**config.mk**
```make
export PLATFORM = sky130hd
export DESIGN_NAME = operand_skew_feeder
export DESIGN_NICKNAME = d
export VERILOG_FILES = /design/src/rtl/operand_skew_feeder_pkg.sv /design/src/rtl/operand_skew_feeder_skew_delay_line.sv /design/src/rtl/operand_skew_feeder.sv
export SDC_FILE = /design/constraint.sdc
export NUM_CORES = 1
export LEC_CHECK = 0
export BUFFER_PORTS_ARGS = -buffer_cell sky130_fd_sc_hd__buf_2
export CAP_MARGIN = 20
export CORE_MARGIN = 4
export CORE_UTILIZATION = 40
export DETAILED_ROUTE_END_ITERATION = 8
export HOLD_SLACK_MARGIN = 0.15
export PLACE_DENSITY_LB_ADDON = 0.12
export SETUP_SLACK_MARGIN = 0.1
export SLEW_MARGIN = 10
export SYNTH_ARGS = -nofsm -noshare
export SYNTH_HDL_FRONTEND = slang
export SYNTH_SLANG_ARGS = --single-unit
```
**constraint.sdc**
```tcl
create_clock -name clk -period 8 [get_ports clk]
set_input_delay 2 -clock clk [delete_from_list [all_inputs] [get_ports clk]]
set_output_delay 2 -clock clk [all_outputs]
set_load 0.03 [all_outputs]
```
**src/rtl/operand_skew_feeder_pkg.sv**
```systemverilog
// Shared constants and types for the systolic-array operand feeders.
// The widths are common to the input memories, both feeders and the PE array.
// The state encoding is used by the feeder control FSM.
package operand_skew_feeder_pkg;

   localparam int LANES  = 4;
   localparam int DATA_W = 16;
   localparam int ADDR_W = 8;
   localparam int LEN_W  = 4;

   typedef enum logic [1:0] {
      IDLE  = 2'd0,
      ISSUE = 2'd1,
      DRAIN = 2'd2
   } state_t;

   typedef logic [DATA_W-1:0] lane_t;

endpackage

```
**src/rtl/operand_skew_feeder_skew_delay_line.sv**
```systemverilog
// Per-lane skew: DEPTH plain shift stages followed by one output register.
// The output register shows zero whenever the valid bit reaching it is clear.
// Latency is DEPTH+1 cycles. There is no backpressure: the line always shifts.
module skew_delay_line
   import operand_skew_feeder_pkg::*;
#(
   parameter int DEPTH = 0
)
(
   input  logic  clk,
   input  logic  rst,
   input  lane_t in_data,
   input  logic  in_vld,
   output lane_t out_data
);

   lane_t tail_data;
   logic  tail_vld;

   generate
      if (DEPTH == 0) begin : g_direct
         assign tail_data = in_data;
         assign tail_vld  = in_vld;
      end else begin : g_stages
         lane_t stg_data [DEPTH];
         logic  stg_vld  [DEPTH];

         // Shift data and valid together through DEPTH stages
         always_ff @(posedge clk or posedge rst) begin
            if (rst) begin
               for (int j = 0; j < DEPTH; j++) begin
                  stg_data[j] <= '0;
                  stg_vld[j]  <= 1'b0;
               end
            end else begin
               stg_data[0] <= in_data;
               stg_vld[0]  <= in_vld;
               for (int j = 1; j < DEPTH; j++) begin
                  stg_data[j] <= stg_data[j-1];
                  stg_vld[j]  <= stg_vld[j-1];
               end
            end
         end

         assign tail_data = stg_data[DEPTH-1];
         assign tail_vld  = stg_vld[DEPTH-1];
      end
   endgenerate

   // Output register; invalid slots are fed to the array as zero operands
   always_ff @(posedge clk or posedge rst) begin
      if (rst) begin
         out_data <= '0;
      end else begin
         out_data <= tail_vld ? tail_data : '0;
      end
   end

endmodule

```
**src/rtl/operand_skew_feeder.sv**
```systemverilog
// Streams K column words from the operand memory into the systolic array edge.
// Lane i is skewed by i cycles. Zeros are fed, then FLUSH extra zero cycles.
// Start to done takes len+5+FLUSH cycles. Starts are ignored while busy (no queuing).
module operand_skew_feeder
   import operand_skew_feeder_pkg::*;
#(
   parameter int FLUSH = 2*LANES-2
)
(
   input  logic              clk,
   input  logic              rst,
   input  logic              start,
   input  logic [LEN_W-1:0]  len,
   input  logic [ADDR_W-1:0] base_addr,
   output logic              busy,
   output logic              done,
   output logic              clear_acc,
   output logic              rd_en,
   output logic [ADDR_W-1:0] rd_addr,
   input  logic [DATA_W-1:0] rd_data0,
   input  logic [DATA_W-1:0] rd_data1,
   input  logic [DATA_W-1:0] rd_data2,
   input  logic [DATA_W-1:0] rd_data3,
   output logic [DATA_W-1:0] a0,
   output logic [DATA_W-1:0] a1,
   output logic [DATA_W-1:0] a2,
   output logic [DATA_W-1:0] a3
);

   // DRAIN covers the LANES cycles until lane 3 shows its last element, then FLUSH.
   localparam int DRAIN_CYC = LANES + FLUSH;
   localparam int DRAIN_W   = $clog2(DRAIN_CYC + 1);

   state_t             state;
   logic [LEN_W-1:0]   issue_cnt;
   logic [DRAIN_W-1:0] drain_cnt;
   logic               rd_vld;
   lane_t              lane_in  [LANES];
   lane_t              lane_out [LANES];

   // Job control: issues reads, times the drain, and produces the pulses
   always_ff @(posedge clk or posedge rst) begin
      if (rst) begin
         state     <= IDLE;
         busy      <= 1'b0;
         done      <= 1'b0;
         clear_acc <= 1'b0;
         rd_en     <= 1'b0;
         rd_addr   <= '0;
         issue_cnt <= '0;
         drain_cnt <= '0;
      end else begin
         done      <= 1'b0;
         clear_acc <= 1'b0;
         unique case (state)
            IDLE: begin
               if (start) begin
                  if (len != '0) begin
                     state     <= ISSUE;
                     busy      <= 1'b1;
                     clear_acc <= 1'b1;
                     rd_en     <= 1'b1;
                     rd_addr   <= base_addr;
                     issue_cnt <= len - LEN_W'(1);
                  end else begin
                     // Empty job: nothing to stream, acknowledge at once
                     done <= 1'b1;
                  end
               end
            end
            ISSUE: begin
               if (issue_cnt == '0) begin
                  rd_en     <= 1'b0;
                  state     <= DRAIN;
                  drain_cnt <= DRAIN_W'(DRAIN_CYC);
               end else begin
                  issue_cnt <= issue_cnt - LEN_W'(1);
                  rd_addr   <= rd_addr + ADDR_W'(1);
               end
            end
            DRAIN: begin
               // done shows while drain_cnt is 0; busy drops after that cycle
               if (drain_cnt == '0) begin
                  state <= IDLE;
                  busy  <= 1'b0;
               end else begin
                  drain_cnt <= drain_cnt - DRAIN_W'(1);
                  if (drain_cnt == DRAIN_W'(1)) begin
                     done <= 1'b1;
                  end
               end
            end
            default: state <= IDLE;
         endcase
      end
   end

   // Valid bit aligned with the memory's one-cycle read latency
   always_ff @(posedge clk or posedge rst) begin
      if (rst) begin
         rd_vld <= 1'b0;
      end else begin
         rd_vld <= rd_en;
      end
   end

   assign lane_in[0] = rd_data0;
   assign lane_in[1] = rd_data1;
   assign lane_in[2] = rd_data2;
   assign lane_in[3] = rd_data3;

   generate
      for (genvar i = 0; i < LANES; i++) begin : g_lane
         skew_delay_line #(.DEPTH(i)) u_skew (
            .clk      (clk),
            .rst      (rst),
            .in_data  (lane_in[i]),
            .in_vld   (rd_vld),
            .out_data (lane_out[i])
         );
      end
   endgenerate

   assign a0 = lane_out[0];
   assign a1 = lane_out[1];
   assign a2 = lane_out[2];
   assign a3 = lane_out[3];

endmodule

```
; ---- After elaboration in Yosys (flattened, before gate mapping)
; Cells that the tools add are included.
[totals]
ff_bits = 186
output_inout_bits = 76
[op_classes]
add_sub_neg = 4
n_mux = 34
n_eq_ne = 9
n_reduce_logical = 12
[ops]
columns = cell, n
row1 = 16-bit 2-to-1 mux, 4
row2 = 8-bit 2-to-1 mux, 3
row3 = 4-bit 2-to-1 mux, 5
row4 = 4-bit one-hot mux with 2 select lines, 2
row5 = 8-bit one-hot mux with 2 select lines, 1
row6 = 4-bit AND reduction, 4
row7 = 2-bit != test (second input constant), 6
row8 = 4-bit by 1-bit subtractor with 4-bit output (second input constant), 3
row9 = 1-bit 2-to-1 mux, 11
row10 = 8-bit by 1-bit adder with 8-bit output (second input constant), 1
row11 = 4-bit zero test, 2
row12 = 2-bit 2-to-1 mux, 4
row13 = 1-bit one-hot mux with 2 select lines, 3
row14 = 2-bit one-hot mux with 3 select lines, 1
row15 = 2-bit nonzero test, 3
row16 = 4-bit by 1-bit equality test with 1-bit output (second input constant), 1
row17 = 4-bit nonzero test, 1
row18 = 3-bit AND reduction, 1
row19 = 2-bit by 1-bit equality test with 1-bit output (second input constant), 1
row20 = 2-bit equality test (second input constant), 1
row21 = 2-bit zero test, 1

; ---- Longest topological paths before layout
; Gate-level depths: netlist of run 1.
[depth]
word_depth = 4
depth_mapped = 7
ltp_nobuf = 6

; ---- Cells and area by module
; Synthesis of run 1 repeated with hierarchy kept, for this count alone.
[unflattened]
hier_cells = 367
hier_area_um2 = 5929.4
[modules_own_cells]
columns = mod, n_inst, cells_each, area_each_um2
row1 = skew_delay_line (g_lane[3].u_skew), 1, 85, 1806.7
row2 = skew_delay_line (g_lane[2].u_skew), 1, 68, 1381.3
row3 = operand_skew_feeder, 1, 129, 1255.0
row4 = skew_delay_line (g_lane[1].u_skew), 1, 51, 955.9
row5 = skew_delay_line (g_lane[0].u_skew), 1, 34, 530.5

; ---- Least setup slack after synthesis of run 1
; OpenSTA, ideal clock, no wires.
[synth_path]
kind = input-to-reg
from = input port start
to = register issue_cnt[0]
path_buffers = 1
setup_time_ns = 0.127
t_required_ns = 7.873
path_stages = 4
arrival_time_ns = 3.036
setup_slack_ns = 4.837
path_cell_list = or3b_4 o22ai_2 buf_4 mux2_1
[synth_via]
elab_chain_len = 2
[synth_lines]
columns = item, line
row1 = from (decl), operand_skew_feeder.sv:12  ; input logic start,
row2 = 2-bit != test (no source line), n/a
row3 = 4-bit AND reduction (no source line), n/a
row4 = to (signal assigned), operand_skew_feeder.sv:64  ; issue_cnt <= len - LEN_W'(1);
row5 = to (signal assigned), operand_skew_feeder.sv:77  ; issue_cnt <= issue_cnt - LEN_W'(1);
row6 = to (decl), operand_skew_feeder.sv:35  ; logic [LEN_W-1:0] issue_cnt;
; Every way passes these cells.
; A chain may end at the register's enable or synchronous reset.

; ---- Worst setup path after layout of run 1
[layout_path]
from = input port start
to = register rd_addr[4]
[layout_via]
elab_chain_len = 2
[layout_lines]
columns = item, line
row1 = 2-bit != test (no source line), n/a
row2 = 4-bit AND reduction (no source line), n/a
row3 = to (signal assigned), operand_skew_feeder.sv:63  ; rd_addr <= base_addr;
row4 = to (signal assigned), operand_skew_feeder.sv:78  ; rd_addr <= rd_addr + ADDR_W'(1);
row5 = to (decl), operand_skew_feeder.sv:19  ; output logic [ADDR_W-1:0] rd_addr,
; Every way passes these cells.

==> results of run 1 <==
[layer usage]
metal  GRT usage (%)  part of all wire, %  vias up
li1                -                    -     1499
met1            17.7                   42     1547
met2            20.4                   47      131
met3            5.63                  8.9       18
met4            5.24                  1.6        2
met5               0                 0.19        -
[per-stage QoR]
stage          hold WS, ns  util [%]  power [mW]  setup slack, ns
2_1_floorplan        0.331         -        1.68            0.943
3_3_place_gp         0.331      48.2        1.87             4.28
3_5_place_dp         0.335      48.2        1.89             4.23
4_1_cts              0.347      52.5        2.73             4.69
5_1_grt              0.354      52.7        2.85             4.58
6_report             0.342      52.7        2.70             4.73
[final cells by class]
| cell class | instances | area share (%) |
|---|---|---|
| tap | 180 | 3.07 |
| timing repair buffer | 157 | 11.1 |
| inverter | 6 | 0.409 |
| clock inverter | 14 | 2.22 |
| sequential | 186 | 63.4 |
| clock buffer | 18 | 5.98 |
| multi-input combinational | 155 | 13.8 |
[synth_stat cells, types with 2 or more instances]
| master | number |
|---|---|
| o22ai_1 | 5 |
| nand2b_1 | 2 |
| dfrtp_1 | 186 |
| nor3_1 | 2 |
| and2_1 | 64 |
| nor2b_1 | 2 |
| nor4_2 | 2 |
| mux2i_1 | 3 |
| o21ai_0 | 6 |
| nand3_1 | 6 |
| ha_1 | 5 |
| nor2_1 | 4 |
| a22o_1 | 3 |
| clkbuf_1 | 4 |
| a31o_2 | 2 |
| buf_2 | 3 |
| nand2_1 | 18 |
| a21oi_1 | 9 |
| inv_1 | 6 |
| xor2_1 | 2 |
[cell families (layout without fill, tap and decap cells)]
logic type | count (synthesis) | count (layout) | share of synthesized area (%)
AND/OR/NAND/NOR | 108 | 108 | 11.1
AO/OA/AOI/OAI | 35 | 35 | 4.26
flip-flops | 186 | 186 | 81.2
buffers and inverters | 15 | 195 | 1.11
multiplexers | 5 | 5 | 0.917
XOR/XNOR | 2 | 2 | 0.306
adder cells (fa/ha/maj) | 5 | 5 | 1.09
[path summary, 6_finish.rpt]
| check | to | slack [ns] |
|---|---|---|
| max in group asynchronous | drain_cnt[0]$_DFFE_PP0P_ | 5.12 |
| min in group asynchronous | g_lane[0].u_skew.out_data[6]$_DFF_PP0_ | 1.68 |
| setup / recovery | rd_addr[4]$_DFFE_PP0P_ | 4.73 |
| hold / removal | g_lane[3].u_skew.g_stages.stg_data[21]$_DFF_PP0_ | 0.34 |
| hold reg to reg | g_lane[3].u_skew.g_stages.stg_data[21]$_DFF_PP0_ | 0.34 |
| setup reg to reg | rd_addr[4]$_DFFE_PP0P_ | 5.88 |
[registers in the layout (all words and copies together), names as in the netlist]
signal                           flops
g_lane.u_skew.out_data              64
g_lane.u_skew.g_stages.stg_data     64
g_lane.u_skew.tail_data             32
rd_addr                              8
drain_cnt                            4
issue_cnt                            4
g_lane.u_skew.tail_vld               2
state                                2
busy                                 1
clear_acc                            1
done                                 1
g_lane.u_skew.g_stages.stg_vld       1
rd_en                                1
rd_vld                               1
[power groups by stage]
stage / sequential, mW / clock [mW] / combinational [mW]
global placement: 1.22 / 0 / 0.644
floorplan: 1.39 / 0 / 0.290
detailed placement: 1.23 / 0 / 0.658
global route: 1.23 / 0.902 / 0.711
finish: 1.21 / 0.838 / 0.650
CTS: 1.21 / 0.862 / 0.658
==> summary.txt, run 1 <==
Finish
  – Final net count: 607
  – Antenna Cells: 0
  – Fill cells: 1193
  – Multi-input gate area: 1010 sq um
  – Register area: 4650 sq um
  – Commonest cells after routing, fill and taps aside: dfrtp_1, buf_2, and2_1, nand2_1, clkbuf_16
  – Layout cells sized above 1: 37.3%
  – Non-Filler Instances: 716
  – Commonest non-fill, non-tap cell in the layout: dfrtp_1
  – Final Cell Area: 7340 sq um
  – Area Growth Syn to Fin: 28.0%

CTS
  – Insertion delay to the later sink of the worst-skew pair: 0.42 ns
  – CTS tree: yes
  – Post-CTS setup buffer count: 0
  – Buffer depth of the longest clock path: 2
  – Clock-pin slew on the worst setup and hold paths: 0.07 ns
  – H-tree Lvls: 4
  – # hold bufs at CTS: 0
  – CTS Sinks: 186
  – Clock root buffer: clkbuf_16
  – PostCTS Resize Cnt: 0
  – CTS Buf Count: 17

Logic synthesis
  – Post-synth EDFFs: 0
  – Avg Inst Size Synth: 16.1 sq um
  – Cell count after synthesis: 356
  – Syn_nets: 440
  – Top FF cell, synth: dfrtp_1
  – Post-synth ARST share: 100%
  – Seq/Total Area, Yosys: 81.2%
  – Share of the synthesized area in the top cell type: 81.2%
  – Synth unique cells: 42
  – Synth area leader: dfrtp_1
  – Top cells by area, synth: dfrtp_1, and2_1, nand2_1, ha_1, a21oi_1
  – Post-synthesis register bit count: 186
  – YS warnings: 0
  – Cell Area, Synth: 5730 sq um

Global route
  – Global route overflow: 0
  – Overall Global Routing Usage: 13.6%
  – First-pass GRT wire length: 16900 microns
  – Initial antenna violation count: 1
  – Largest net degree at the start of global routing: 102
  – Vias in the first global route: 3347

Floorplan
  – Die footprint: 16300 sq um
  – Initial Util: 41.1%
  – Rows: 43
  – CORE AREA: 13900 sq um
  – Die height: 128 microns
  – Die W: 128 microns
  – I/O pin count: 155

Worst setup path
  – Worst path cell trace: buf_2, or3b_4, o22ai_2, o21ai_1, a22o_1
  – Critical Path Source Type: primary input
  – Delay-heaviest family, CP: compound AO/OA/AOI/OAI gates
  – CP arrival: 3.57 ns
  – Setup CP Type: in -> reg
  – Cell depth of the worst setup path: 5
  – Setup crit end kind: register
  – CP Max Fanout: 21
  – R2r startpoint: state[0]$_DFFE_PP0P_
  – R2R depth: 4
  – CP max stage delay: 0.70 ns
  – Worst path slowest cell: o22ai_2
  – Critical Path Source: start
  – Critical path data required time: 8.31 ns
  – CP bufs+invs: 1

Pwr
  – Pwr Density: 367 nW/um^2
  – VDD IR-drop max: 0.184 mV
  – Logic pwr share: 24.1%
  – Cell Int Power: 1.80 mW
  – NetSw: 897 uW
  – Switching Fraction: 33.3%
  – Seq pwr share: 44.8%
  – LEAKAGE: 3.54 nW
  – Clock Power Share: 31.1%

Min path
  – Worst min-delay path class: reg -> reg
  – Hold depth: 0
  – Hold path start: g_lane[3].u_skew.g_stages.stg_data[37]$_DFF_PP0_

Routing
  – Vias per std cell: 4.47
  – Final WL: 10400 microns
  – Antenna Nets Post-Route: 0
  – Initial DRC count: 198
  – Vias: 3197
  – Routed wire length per instance: 14.6 microns
  – Drt pass-1 iters: 4
  – Post-route DRC violation count: 0

Timing
  – Setup Skew: 0.00755 ns
  – Final hold vios: 0
  – F_max: 306 MHz
  – Sum Neg Setup Slack: 0 ns
  – Final setup viols: 0
  – Tmin final: 3.27 ns
  – Final Max Tran Viols: 0
  – RSZ-0062 raised after global routing: false
  – Tcrit/Tclk final: 40.8%
  – Slew @ Worst Pin: 0.835 ns
  – Slew headroom: 44.3%

Place
  – I/O Buffers: 154
  – Final HPWL DP: 6970 microns
  – Area after DPL: 6710 sq um
  – Dpl cells: 683
  – Gpl congestion: 0.799

Outcome
  – Status: finished, final reports clean

Flow run
  – Maxcap violations: 0
Power figures use the tool's default switching activity.
==> inputs of run 2 (changes only) <==
- clock period: 8 -> 3.1 ns (I/O delays scaled with it)
==> run 2 against run 1 <==
  * Global-route usage fell by 0.54 points
  * Hold slack improved by 0.0041 ns
  * Non-clock buffer count is 2 higher
  * Worst setup slack got worse by 3.6 ns
  * Count of clock-buffer cells in the layout grew 2
  * Via count about the same
  * Clock power grew to 2.6 times the previous value
  * Critical endpoint unchanged
==> summary.txt, run 2 (same netlist as run 1, synthesis figures left out) <==
Floorplan
  – Rows: 43 (unchanged)
  – Die footprint: 16300 sq um (unchanged)
  – Die W: 128 microns (unchanged)
  – Die height: 128 microns (unchanged)
  – CORE AREA: 13900 sq um (unchanged)
  – I/O pin count: 155 (unchanged)
  – Initial Util: 41.1% (unchanged)

Global route
  – Global route overflow: 0 (unchanged)
  – First-pass GRT wire length: 16400 microns (was 16900 microns)
  – Initial antenna violation count: 1 (unchanged)
  – Overall Global Routing Usage: 13.1% (was 13.6%)
  – Vias in the first global route: 3263 (was 3347)
  – Largest net degree at the start of global routing: 105 (was 102)

Finish
  – Multi-input gate area: 1010 sq um (unchanged)
  – Layout cells sized above 1: 37.5% (was 37.3%)
  – Commonest non-fill, non-tap cell in the layout: dfrtp_1 (unchanged)
  – Antenna Cells: 0 (unchanged)
  – Area Growth Syn to Fin: 28.1% (was 28.0%)
  – Fill cells: 1209 (was 1193)
  – Final Cell Area: 7340 sq um (about the same)
  – Non-Filler Instances: 718 (was 716)
  – Fin util: 52.7% (about the same)
  – Final net count: 609 (was 607)
  – Commonest cells after routing, fill and taps aside: dfrtp_1, buf_2, and2_1, nand2_1, clkbuf_16 (unchanged)
  – Register area: 4650 sq um (unchanged)

Routing
  – Initial DRC count: 210 (was 198)
  – Drt pass-1 iters: 4 (unchanged)
  – Vias per std cell: 4.45 (was 4.47)
  – Final WL: 10100 microns (was 10400 microns)
  – Vias: 3194 (was 3197)
  – Post-route DRC violation count: 0 (unchanged)
  – Routed wire length per instance: 14.1 microns (was 14.6 microns)
  – Antenna Nets Post-Route: 0 (unchanged)

Pwr
  – VDD IR-drop max: 0.465 mV (was 0.184 mV)
  – Tot Pwr: 6.95 mW (was 2.70 mW)
  – LEAKAGE: 3.55 nW (was 3.54 nW)
  – Pwr Density: 947 nW/um^2 (was 367 nW/um^2)

CTS
  – Buffer depth of the longest clock path: 2 (unchanged)
  – CTS Sinks: 186 (unchanged)
  – PostCTS Resize Cnt: 0 (unchanged)
  – CTS Buf Count: 17 (unchanged)
  – Clock-pin slew on the worst setup and hold paths: 0.06 ns (was 0.07 ns)
  – Clock root buffer: clkbuf_16 (unchanged)
  – H-tree Lvls: 4 (unchanged)
  – CTS tree: yes (unchanged)
  – Insertion delay to the later sink of the worst-skew pair: 0.41 ns (was 0.42 ns)
  – Post-CTS setup buffer count: 0 (unchanged)
  – # hold bufs at CTS: 0 (unchanged)

Worst setup path
  – Critical Path Source: state[0]$_DFFE_PP0P_ (was start)
  – Critical Path Source Type: register (was primary input)
  – FF-to-FF End: rd_addr[4]$_DFFE_PP0P_ (unchanged)
  – Worst path slowest cell: o22ai_2 (unchanged)
  – CP arrival: 2.31 ns (was 3.57 ns)
  – CP Max Fanout: 19 (was 21)
  – Critical path data required time: 3.40 ns (was 8.31 ns)
  – Setup CP Type: reg -> reg (was in -> reg)
  – Setup crit end kind: register (unchanged)
  – CP max stage delay: 0.63 ns (was 0.70 ns)
  – Worst path cell trace: or3b_4, o22ai_2, o21ai_1, a22o_1 (was buf_2, or3b_4, o22ai_2, o21ai_1, a22o_1)
  – Worst reg2reg setup slack: 1.09 ns (was 5.88 ns)
  – R2R depth: 4 (unchanged)
  – R2r startpoint: state[0]$_DFFE_PP0P_ (unchanged)

Min path
  – Hold EP: g_lane[3].u_skew.tail_data[1]$_DFF_PP0_ (was g_lane[3].u_skew.g_stages.stg_data[21]$_DFF_PP0_)
  – Hold path start: g_lane[3].u_skew.g_stages.stg_data[17]$_DFF_PP0_ (was g_lane[3].u_skew.g_stages.stg_data[37]$_DFF_PP0_)
  – Hold depth: 0 (unchanged)
  – Worst min-delay path class: reg -> reg (unchanged)

Timing
  – Final Max Tran Viols: 0 (unchanged)
  – Sum Neg Setup Slack: 0 ns (unchanged)
  – Slew @ Worst Pin: 0.738 ns (was 0.835 ns)
  – Final setup margin: 1.09 ns (was 4.73 ns)
  – Slew headroom: 50.8% (was 44.3%)
  – Setup Skew: 0.00648 ns (was 0.00755 ns)
  – Final hold vios: 0 (unchanged)
  – Tcrit/Tclk final: 64.8%
  – F_max: 498 MHz
  – RSZ-0062 raised after global routing: false (unchanged)
  – Tmin final: 2.01 ns
  – Final setup viols: 0 (unchanged)
  – Worst hold slack: 0.346 ns (was 0.342 ns)

Place
  – I/O Buffers: 154 (unchanged)
  – Pre-CTS setup slack: 0.692 ns (was 4.23 ns)
  – Dpl cells: 686 (was 683)
  – Gpl congestion: 0.888 (was 0.799)
  – Area after DPL: 6740 sq um (was 6710 sq um)
  – Final HPWL DP: 6970 microns (about the same)

Flow run
  – Maxcap violations: 0 (unchanged)

Outcome
  – Status: finished, final reports clean (unchanged)
[run 2: per-layer routing]
| layer | track usage, % | wire, microns | share of wire (%) |
|---|---|---|---|
| met1 | 17.2 | 4350 | 43 |
| met2 | 19.3 | 4770 | 47 |
| met3 | 5.58 | 847 | 8.3 |
| met4 | 4.93 | 165 | 1.6 |
| met5 | 0 | 13 | 0.13 |
[run 2: final cells by class]
cell class | count | area share, %
clock inverter | 12 | 1.84
timing repair buffer | 159 | 11.2
sequential | 186 | 63.4
clock buffer | 20 | 6.36
inverter | 6 | 0.358
multi-input combinational | 155 | 13.8
tap | 180 | 3.07
[run 2: how the worst max path moves through the flow]
stage | endpoint | cells after the start
after floorplan | busy$_DFFE_PP0P_ | 1
final | rd_addr[4]$_DFFE_PP0P_ | 4
after global routing | rd_addr[5]$_DFFE_PP0P_ | 4
after detailed placement | rd_addr[4]$_DFFE_PP0P_ | 5
after global placement | rd_addr[4]$_DFFE_PP0P_ | 5
after CTS | rd_addr[4]$_DFFE_PP0P_ | 4
[run 2: where the power goes]
group	internal (mW)	switching, mW
clock	1.26	0.887
sequential	2.82	0.292
combinational	0.606	1.08
[run 2: worst max-delay path, delay by kind of cell, from the launching register on]
| kind | cells | cell delay (ns) |
|---|---|---|
| flip-flops | 1 | 0.44 |
| AND/OR/NAND/NOR | 1 | 0.43 |
| AO/OA/AOI/OAI | 3 | 1.03 |
